===== config.mk =====
export PLATFORM = sky130hd
export DESIGN_NAME = dcache_ctrl
export DESIGN_NICKNAME = d
export VERILOG_FILES = /design/src/rtl/dcache_pkg.sv /design/src/rtl/dcache_array.sv /design/src/rtl/dcache_ctrl.sv
export SDC_FILE = /design/constraint.sdc
export NUM_CORES = 2
export LEC_CHECK = 0
export BUFFER_PORTS_ARGS = -buffer_cell sky130_fd_sc_hd__buf_2
export CAP_MARGIN = 25
export CORE_ASPECT_RATIO = 1.1
export CORE_UTILIZATION = 45
export CTS_BUF_LIST = sky130_fd_sc_hd__clkbuf_8
export DETAILED_ROUTE_END_ITERATION = 8
export HOLD_SLACK_MARGIN = 0.1
export SYNTH_ARGS = -nofsm -noshare
export SYNTH_HDL_FRONTEND = slang
export SYNTH_HIERARCHICAL = 1
export SYNTH_MEMORY_MAX_BITS = 65536
export SYNTH_SLANG_ARGS = --single-unit

===== constraint.sdc =====
create_clock -name clk -period 13.6 [get_ports clk]
set_input_delay 1.36 -clock clk [delete_from_list [all_inputs] [get_ports clk]]
set_output_delay 1.36 -clock clk [all_outputs]
set_load 0.03 [all_outputs]

===== src/rtl/dcache_pkg.sv =====
// dcache_pkg: geometry, FSM states and address-field split shared by the data cache.
package dcache_pkg;
  localparam int LINES = 32;
  localparam int WORDS_PER_LINE = 4;
  localparam int ADDR_W = 32;
  localparam int OFFSET_W = $clog2(WORDS_PER_LINE);
  localparam int INDEX_W = $clog2(LINES);
  localparam int TAG_W = ADDR_W - 2 - OFFSET_W - INDEX_W;
  typedef enum logic [1:0] {IDLE = 2'd0, REFILL = 2'd1, WRITE = 2'd2} state_t;
  typedef logic [WORDS_PER_LINE-1:0][31:0] line_t;
  typedef struct packed {
    logic [TAG_W-1:0] tag;
    logic [INDEX_W-1:0] index;
    logic [OFFSET_W-1:0] offset;
  } addr_fields_t;
  // Takes the word address (byte offset already dropped).
  function automatic addr_fields_t split_addr(input logic [ADDR_W-3:0] a);
    return a;
  endfunction
endpackage


===== src/rtl/dcache_array.sv =====
// dcache_array: flop-based tag/valid/data storage; valid bits clear on rst, tag/data are never reset.
module dcache_array import dcache_pkg::*; (
  input  logic                clk,
  input  logic                rst,
  input  logic [INDEX_W-1:0]  index,
  output logic                valid,
  output logic [TAG_W-1:0]    tag,
  output line_t               line,
  input  logic                line_we,
  input  logic [TAG_W-1:0]    line_tag,
  input  line_t               line_data,
  input  logic                word_we,
  input  logic [OFFSET_W-1:0] word_off,
  input  logic [31:0]         word_data
);
  logic [LINES-1:0] valid_q;
  logic [TAG_W-1:0] tag_q [LINES];
  line_t data_q [LINES];
  assign valid = valid_q[index];
  assign tag = tag_q[index];
  assign line = data_q[index];
  always_ff @(posedge clk)
    if (rst) valid_q <= '0;
    else if (line_we) valid_q[index] <= 1'b1;
  always_ff @(posedge clk)
    if (line_we) begin
      data_q[index] <= line_data;
      tag_q[index] <= line_tag;
    end else if (word_we) begin
      data_q[index][word_off] <= word_data;
    end
endmodule


===== src/rtl/dcache_ctrl.sv =====
// dcache_ctrl: direct-mapped write-through no-write-allocate data cache controller.
// Define DCACHE_PERF_EN to add hit_cnt/miss_cnt performance counters.
module dcache_ctrl import dcache_pkg::*; (
  input  logic                        clk,
  input  logic                        rst,
  input  logic                        mem_read,
  input  logic                        mem_write,
  input  logic [ADDR_W-1:0]           addr,
  input  logic [31:0]                 wdata,
  output logic [31:0]                 rdata,
  output logic                        stall,
  output logic                        mm_req,
  output logic                        mm_we,
  output logic [ADDR_W-1:0]           mm_addr,
  output logic [31:0]                 mm_wdata,
  input  logic                        mm_ready,
  input  logic [32*WORDS_PER_LINE-1:0] mm_rdata
`ifdef DCACHE_PERF_EN
  ,
  output logic [31:0]                 hit_cnt,
  output logic [31:0]                 miss_cnt
`endif
);
  state_t state, next;
  addr_fields_t f;
  logic valid, hit, line_we, word_we;
  logic [TAG_W-1:0] tag;
  line_t line;
  assign f = split_addr(addr[ADDR_W-1:2]);
  assign hit = valid && tag == f.tag;
  dcache_array u_array (
    .clk(clk), .rst(rst), .index(f.index), .valid(valid), .tag(tag), .line(line),
    .line_we(line_we), .line_tag(f.tag), .line_data(mm_rdata),
    .word_we(word_we), .word_off(f.offset), .word_data(wdata)
  );
  always_ff @(posedge clk) state <= rst ? IDLE : next;
  always_comb begin
    next = state;
    stall = 1'b0;
    rdata = '0;
    mm_req = 1'b0;
    mm_we = 1'b0;
    mm_addr = '0;
    mm_wdata = '0;
    line_we = 1'b0;
    word_we = 1'b0;
    case (state)
      IDLE: begin
        stall = mem_write || (mem_read && !hit);
        rdata = (!mem_write && mem_read && hit) ? line[f.offset] : '0;
        next = mem_write ? WRITE : (mem_read && !hit) ? REFILL : IDLE;
      end
      REFILL: begin
        mm_req = 1'b1;
        mm_addr = {addr[ADDR_W-1:OFFSET_W+2], {(OFFSET_W+2){1'b0}}};
        stall = 1'b1;
        line_we = mm_ready;
        next = mm_ready ? IDLE : REFILL;
      end
      WRITE: begin
        mm_req = 1'b1;
        mm_we = 1'b1;
        mm_addr = addr;
        mm_wdata = wdata;
        stall = !mm_ready;
        word_we = mm_ready && hit;
        next = mm_ready ? IDLE : WRITE;
      end
      default: next = IDLE;
    endcase
  end
`ifdef DCACHE_PERF_EN
  // The hit that completes a refilled load is not counted as a hit.
  logic from_refill;
  always_ff @(posedge clk)
    if (rst) begin
      hit_cnt <= '0;
      miss_cnt <= '0;
      from_refill <= 1'b0;
    end else begin
      from_refill <= state == REFILL && mm_ready;
      if (state == IDLE && mem_read && !mem_write && hit && !from_refill) hit_cnt <= hit_cnt + 32'd1;
      if (state == IDLE && next == REFILL) miss_cnt <= miss_cnt + 32'd1;
    end
`endif
endmodule


======== Word-level counts from Yosys, hierarchy flattened ========
Memory sizes are Yosys's and may differ from the RTL's.
Index checks and enable logic that the tools add are counted.
storage, ports and cells
  bits in registers ....................... 34
  bits in writable memories ............... 4,832
  input bits .............................. 197
  output and inout port bits .............. 99
  logic and storage cells ................. 308
  memories kept ........................... 2
cells by class
  order comparisons ....................... 4
  equality and inequality tests ........... 3
  muxes and demuxes ....................... 155
  bitwise logic cells ..................... 129
  reduce and logical (&&, ||, !) cells .... 13
memories
  memory          words  bits a word  rd ports  clocked after memory_dff  wr ports  line                source
  u_array.data_q  32     128          1         0                         1         dcache_array.sv:18  line_t data_q [LINES];
  u_array.tag_q   32     23           1         0                         1         dcache_array.sv:17  logic [TAG_W-1:0] tag_q [LINES];
operators with widths
  cell                                                                                 number
  32-bit 2-to-1 mux                                                                    5
  1-bit 2-to-1 mux                                                                     140
  128-bit 2-to-1 mux                                                                   1
  1-bit OR                                                                             128
  32-bit binary-select mux with 2-bit select                                           1
  32-bit demux with 2-bit select                                                       1
  32-bit one-hot mux with 2 select lines                                               1
  32-bit OR                                                                            1
  23-bit == test                                                                       1
  1-bit logical AND                                                                    7
  5-bit by 6-bit less-than comparator with 1-bit output, second input constant         1
  2-bit one-hot mux with 3 select lines                                                1
  1-bit binary-select mux with 5-bit select                                            1
  1-bit demux with 5-bit select                                                        1
  5-bit by 1-bit greater-or-equal comparator with 1-bit output, second input constant  1
  2-bit 2-to-1 mux                                                                     2
  1-bit zero test                                                                      3
  2-bit by 3-bit less-than comparator with 1-bit output, second input constant         1
  1-bit one-hot mux with 3 select lines                                                1
  2-bit by 1-bit == test with 1-bit output, second input constant                      1
  2-bit == test, second input constant                                                 1
  2-bit by 1-bit greater-or-equal comparator with 1-bit output, second input constant  1
  2-bit zero test                                                                      1
  2-bit OR reduction                                                                   1
  1-bit logical OR                                                                     1

======== Logic depth before layout (Yosys ltp) ========
  word-level depth ........................ 9
  mapped depth ............................ 20
  gate-level depth less buffers ........... 11

======== By module ========
The synthesis kept the hierarchy.
by module, submodules not included
  module        instances  cells an instance  area an instance (µm²)  sequential area each (µm²)
  dcache_array  1          9,977              185,819.5               145,739.8
  dcache_ctrl   1          209                2,466.1                 40.0

======== Worst setup path after synthesis ========
OpenSTA, ideal clock, no wires.
  kind .................................... input to register
  start ................................... input port addr[5]
  end ..................................... memory u_array/data_q[7][64] in the netlist's numbering (enable)
  setup time .............................. 0.421 ns
  arrival ................................. 6.168 ns
  data required time ...................... 13.179 ns
  setup slack ............................. 7.010 ns
  cell stages on the path ................. 18
  path buffers ............................ 7
  path through ............................ buf_4 -> buf_6 -> buf_4 -> clkbuf_1 -> mux2i_1 -> o22ai_1 -> nor4_1 -> nand2_1 -> xor2_1 -> nor4_2 -> nand4_2 -> buf_6 -> nor3_2 -> nor4bb_1 -> clkbuf_1 -> nor2_1 -> clkbuf_1 -> nor2_1
between the ends
  longest elaborated chain between the ends .. 9
  elaborated cells on any way between the ends .. 11
  classes of those cells .................. eq/ne (1); mux (6); bitwise (1); reduce/logical (2); memory (1)
RTL lines
  element                                   line                source
  start: declaration                        dcache_ctrl.sv:8    input logic [ADDR_W-1:0] addr,
  memory read 32 x 23 bit                   --
  net tag[8]                                dcache_ctrl.sv:27   logic [TAG_W-1:0] tag;
  23-bit == test                            dcache_ctrl.sv:30   assign hit = valid && tag == f.tag;
  1-bit logical AND                         dcache_ctrl.sv:30
  1-bit logical AND                         dcache_ctrl.sv:66   word_we = mm_ready && hit;
  1-bit 2-to-1 mux                          dcache_ctrl.sv:47   case (state)
  net word_we                               dcache_ctrl.sv:26   logic valid, hit, line_we, word_we;
  1-bit 2-to-1 mux                          dcache_array.sv:29  end else if (word_we) begin
  1-bit 2-to-1 mux                          dcache_array.sv:26  if (line_we) begin
  128-bit 2-to-1 mux (implied by the code)  dcache_array.sv:30  data_q[index][word_off] <= word_data;
  1-bit OR (no line)                        --
  end: declaration                          dcache_array.sv:18
The timed path passes the listed nets, and every way through them passes these cells. The select of a mux whose other input is x is not followed.

==> summary.md <==
| Metric | Value |
|---|---|
| Share of the synthesized area in compound gates (AO/OA/AOI/OAI) | `~4.1%` |
| F_max | `107.6 MHz` |
| CTS H-tree lvls | `6` |
| Flip-flop and latch count after synthesis | `slightly below 5000` |
| Post-synthesis cell area | `about 190000 um2` |
| Reg2reg path depth | `14` |
| Number of distinct standard cells referenced by the synthesized netlist | `49` |
| Fraction of the yosys area taken by sequential cells | `slightly below 80%` |
| Global-route usage over all layers | `a little over a quarter` |
| Routed Wire Length | `around 600000 um` |
| Post-synth top area cell | `edfxtp_1` |
| Highest-delay cell along the critical path | `buf_4` |
| Pre-antenna DRT Iters | `6` |
| Share of the synthesized netlist area taken by xor and xnor gates | `0.1070%` |
| Standard cell area after detailed placement | `just under 200000 um2` |
| Number of instances resized during post-cts repair | `0` |
| DR DRC count | `0` |
| Post-DP HPWL | `around 350000 um` |
| Data arrival time at the worst-slack endpoint | `between 7 and 8 ns` |
| Setup repair after global routing missed its margin | `false` |
| Largest family of logic cells by synthesized area | `multiplexers` |
| Post-route clock skew | `between 0.05 and 0.06 ns` |
| Cts bufs inserted | `between 700 and 800` |
| Total Negative Setup Slacks | `0 ns` |
| Dominant cells by area after synthesis | `edfxtp_1 77%, mux2i_1 13%, o22ai_1 4.0%` |
| Post-CTS Setup Repair Bufs | `0` |
| GPL Wtd Cong | `between 0.9 and 1` |
| Clock Pin Slew Worst Setup and Hold Paths | `about 0.06 ns` |
| Number of clock sinks | `between 4000 and 5000` |
| Combined flip-flop and latch cell area | `~150000 um2` |
| Final Net Count | `around 11000` |
| Routed wire length per instance | `around 34 um` |
| Count of nets left with antenna violations after detail routing | `0` |
| Time the final worst path needs with I/O delays and setup | `between 9 and 10 ns` |
| Required time worst endpoint | `12.24 ns` |
| Number of instances in the synthesized netlist | `10186` |
| Overall die area | `421000 um2` |
| End of the worst register-to-register path | `u_array/data_q[4][7]$_DFFE_PP_` |
| Final cycle utilization of the critical path | `between 60% and 70%` |
| Wire length of the first global-routing pass | `about 800000 um` |
| Power density relative to cell area | `137.3 nW/um2` |
| Count of input and output buffers | `295` |
| Cells along the critical path | `buf_12 > buf_4 > buf_4 > buf_12 > buf_4 > mux2i_1 > o22ai_1 > nor4_1 > nand2_1 > mux4_2 > nor4b_4 > buf_2` |
| Post-detailed-route via-to-cell ratio | `around 6.1` |
| Y dimension of the die | `680.4 um` |
| Final design utilization | `51.01%` |
| R2r setup slk | `~6.8 ns` |
| Clock tree buffer depth | `4` |
| Vias | `~100k` |
| Worst Setup EP | `rdata[19]` |
| Row cnt | `around 250` |
| Clock Latency Late Sink | `roughly 1.3 ns` |
| Slew HR | `8.099%` |
| Max-cap violation count | `0` |
| Post-synthesis share of cell area spent on and, or, nand and nor gates | `2.651%` |
| Share of the synthesized area in the top cell type | `77.06%` |
| Reg2reg start | `u_array/tag_q[1][16]$_DFFE_PP_` |
| Die width | `618.7 um` |
| Number of max-slew violations in the final report | `0` |
| Non-Filler Cell Area, Final | `between 200000 and 250000 um2` |
| Cell repeated most along the worst path | `buf_4` |
| Number of nets produced by synthesis | `between 10000 and 15000` |
| Clock tree from TritonCTS | `done` |
| Final Hold Vio Count | `0` |
| Fill cell instance count of the final layout | `33214` |
| Crit-path max FO | `between 100 and 150` |
| Area of combinational cells with multiple inputs | `40920 um2` |
| Antenna violations before repair | `slightly above 90` |
| Number of DRC markers in iteration 0 | `11797` |
| Total I/O pin count | `296` |
| Layout area overhead | `12.56%` |
| Max incr delay on CP | `between 0.8 and 0.9 ns` |
| Most used standard cell by instance count after synthesis | `edfxtp_1` |
| Primary FF master, synth | `edfxtp_1` |
| Yosys synthesis warning count | `6` |
| Leakage power | `~74 nW` |
| Initial cell density of the core | `between 40 and 50%` |
| Number of enable-type register cells in the synthesized netlist | `about 4800` |
| Arithmetic-cell share of the synthesized area counting full adders, half adders and majority gates | `less than 1%` |
| Core box area | `between 400000 and 500000 um2` |
| Worst setup startpoint | `addr[5]` |
| Root buffer selected by CTS | `clkbuf_8` |
| Startpoint-to-endpoint class of the critical path | `input pin to primary output` |
| Path type of the worst min-delay path | `flop to flop` |
| Post-cts hold buffer count | `0` |
| Instance count along the most critical hold path | `2` |
| Type of destination of the critical path | `primary output` |
| Ys async rst share | `0%` |
| Fraction of final layout cells with drive strength greater than 1 | `about 17%` |
| Crit path launch type | `input pin` |
| Mean post-synth cell area | `approximately 18 um2` |
| Number of global-route vias before repair | `around 100k` |
| Commonest cells in the synthesized netlist | `4832 x edfxtp_1, 2432 x mux2i_1, 1216 x o22ai_1` |
| Run status | `completed` |
| Fraction of synthesized area in multiplexers | `around 14%` |
| Maximum vdd drop | `0.1020 mV` |
| Final setup vio count | `0` |
| Tightest Pin Transition | `around 1.4 ns` |
| Sum of overflow across all layers after global routing | `0` |
| Largest net degree at the start of global routing | `between 100 and 150` |
-- final cells by class --
cell class	count	share of cell area [%]
Tap cell	5500	3.247
Clock inverter	542	1.273
Antenna cell	195	0.2302
Multi-Input combinational cell	4700	19.31
Sequential cell	4866	68.78
Clock buffer	754	4.896
Inverter	4	0.007084
Timing Repair Buffer	658	2.258
-- logic make-up (layout without fill, tap and decap cells) --
| group | count (synthesis) | after routing |
|---|---|---|
| AO/OA/AOI/OAI | 1237 | 1237 |
| adder cells (fa/ha/maj) | 4 | 4 |
| multiplexers | 2592 | 2592 |
| buffers and inverters | 620 | 1958 |
| AND/OR/NAND/NOR | 844 | 844 |
| XOR/XNOR | 23 | 23 |
| flip-flops | 4866 | 4866 |
| other | 0 | 195 |
-- registers in the layout, summed over array words and instances (netlist names) --
signal	count
state	2
u_array/data_q	4096
u_array/tag_q	736
u_array/valid_q	32
-- power breakdown --
group / switching (W) / total, W / internal, W
Sequential: 0.00000385 / 0.0165 / 0.0165
Combinational: 0.00119 / 0.00163 / 0.000445
Clock: 0.00557 / 0.0110 / 0.00539
Total: 0.00676 / 0.0291 / 0.0223
-- layout by cell type, fill, tap and decap left out, drive strengths merged, types with 184 or more instances in the layout --
| master | count |
|---|---|
| inv | 260 |
| nand2 | 184 |
| mux2i | 2432 |
| clkinv | 250 |
| o22ai | 1216 |
| nor2 | 194 |
| clkbuf | 754 |
| edfxtp | 4832 |
| buf | 658 |
| nor4 | 308 |
| diode | 195 |
-- worst min path at each step --
stage | from | endpoint | slack (ns)
2_1_floorplan | u_array/valid_q[13]$_SDFFE_PP0P_ | u_array/valid_q[13]$_SDFFE_PP0P_ | 0.44
3_3_place_gp | u_array/valid_q[22]$_SDFFE_PP0P_ | u_array/valid_q[22]$_SDFFE_PP0P_ | 0.45
3_5_place_dp | u_array/valid_q[12]$_SDFFE_PP0P_ | u_array/valid_q[12]$_SDFFE_PP0P_ | 0.46
4_1_cts | mem_write | state[1]$_SDFF_PP0_ | 0.38
5_1_grt | mem_write | state[1]$_SDFF_PP0_ | 0.43
6_report | u_array/valid_q[18]$_SDFFE_PP0P_ | u_array/valid_q[18]$_SDFFE_PP0P_ | 0.47
-- metal layers --
| layer | vias to the layer above | wire length, um | part of all wire, % | global-route usage (%) |
|---|---|---|---|---|
| met5 | - | 136 | 0.023 | 0 |
| met4 | 26 | 41100 | 7.0 | 18.50 |
| met3 | 1364 | 49530 | 8.4 | 5.046 |
| met2 | 5734 | 279400 | 47 | 43.32 |
| met1 | 54266 | 220500 | 37 | 34.80 |
| li1 | 43297 | - | - | - |
-- metrics by stage --
step	power [W]	hold slack (ns)	cells	setup WS [ns]
floorplan	0.01764	0.4361	10186	7.010
global placement	0.01838	0.4462	15671	4.036
detailed placement	0.01841	0.4579	15714	4.044
CTS	0.02921	0.3842	17010	4.500
global route	0.02992	0.4318	17120	4.275
finish	0.02910	0.4742	17219	4.303
-- worst max-delay path, delay by kind of cell --
family	cells	cell delay (ns)
muxes	2	0.86
AOI/OAI and AO/OA	1	0.12
buffers and inverters	6	3.57
and+or+nand+nor	3	1.47
(Power assumes the default switching activity.)
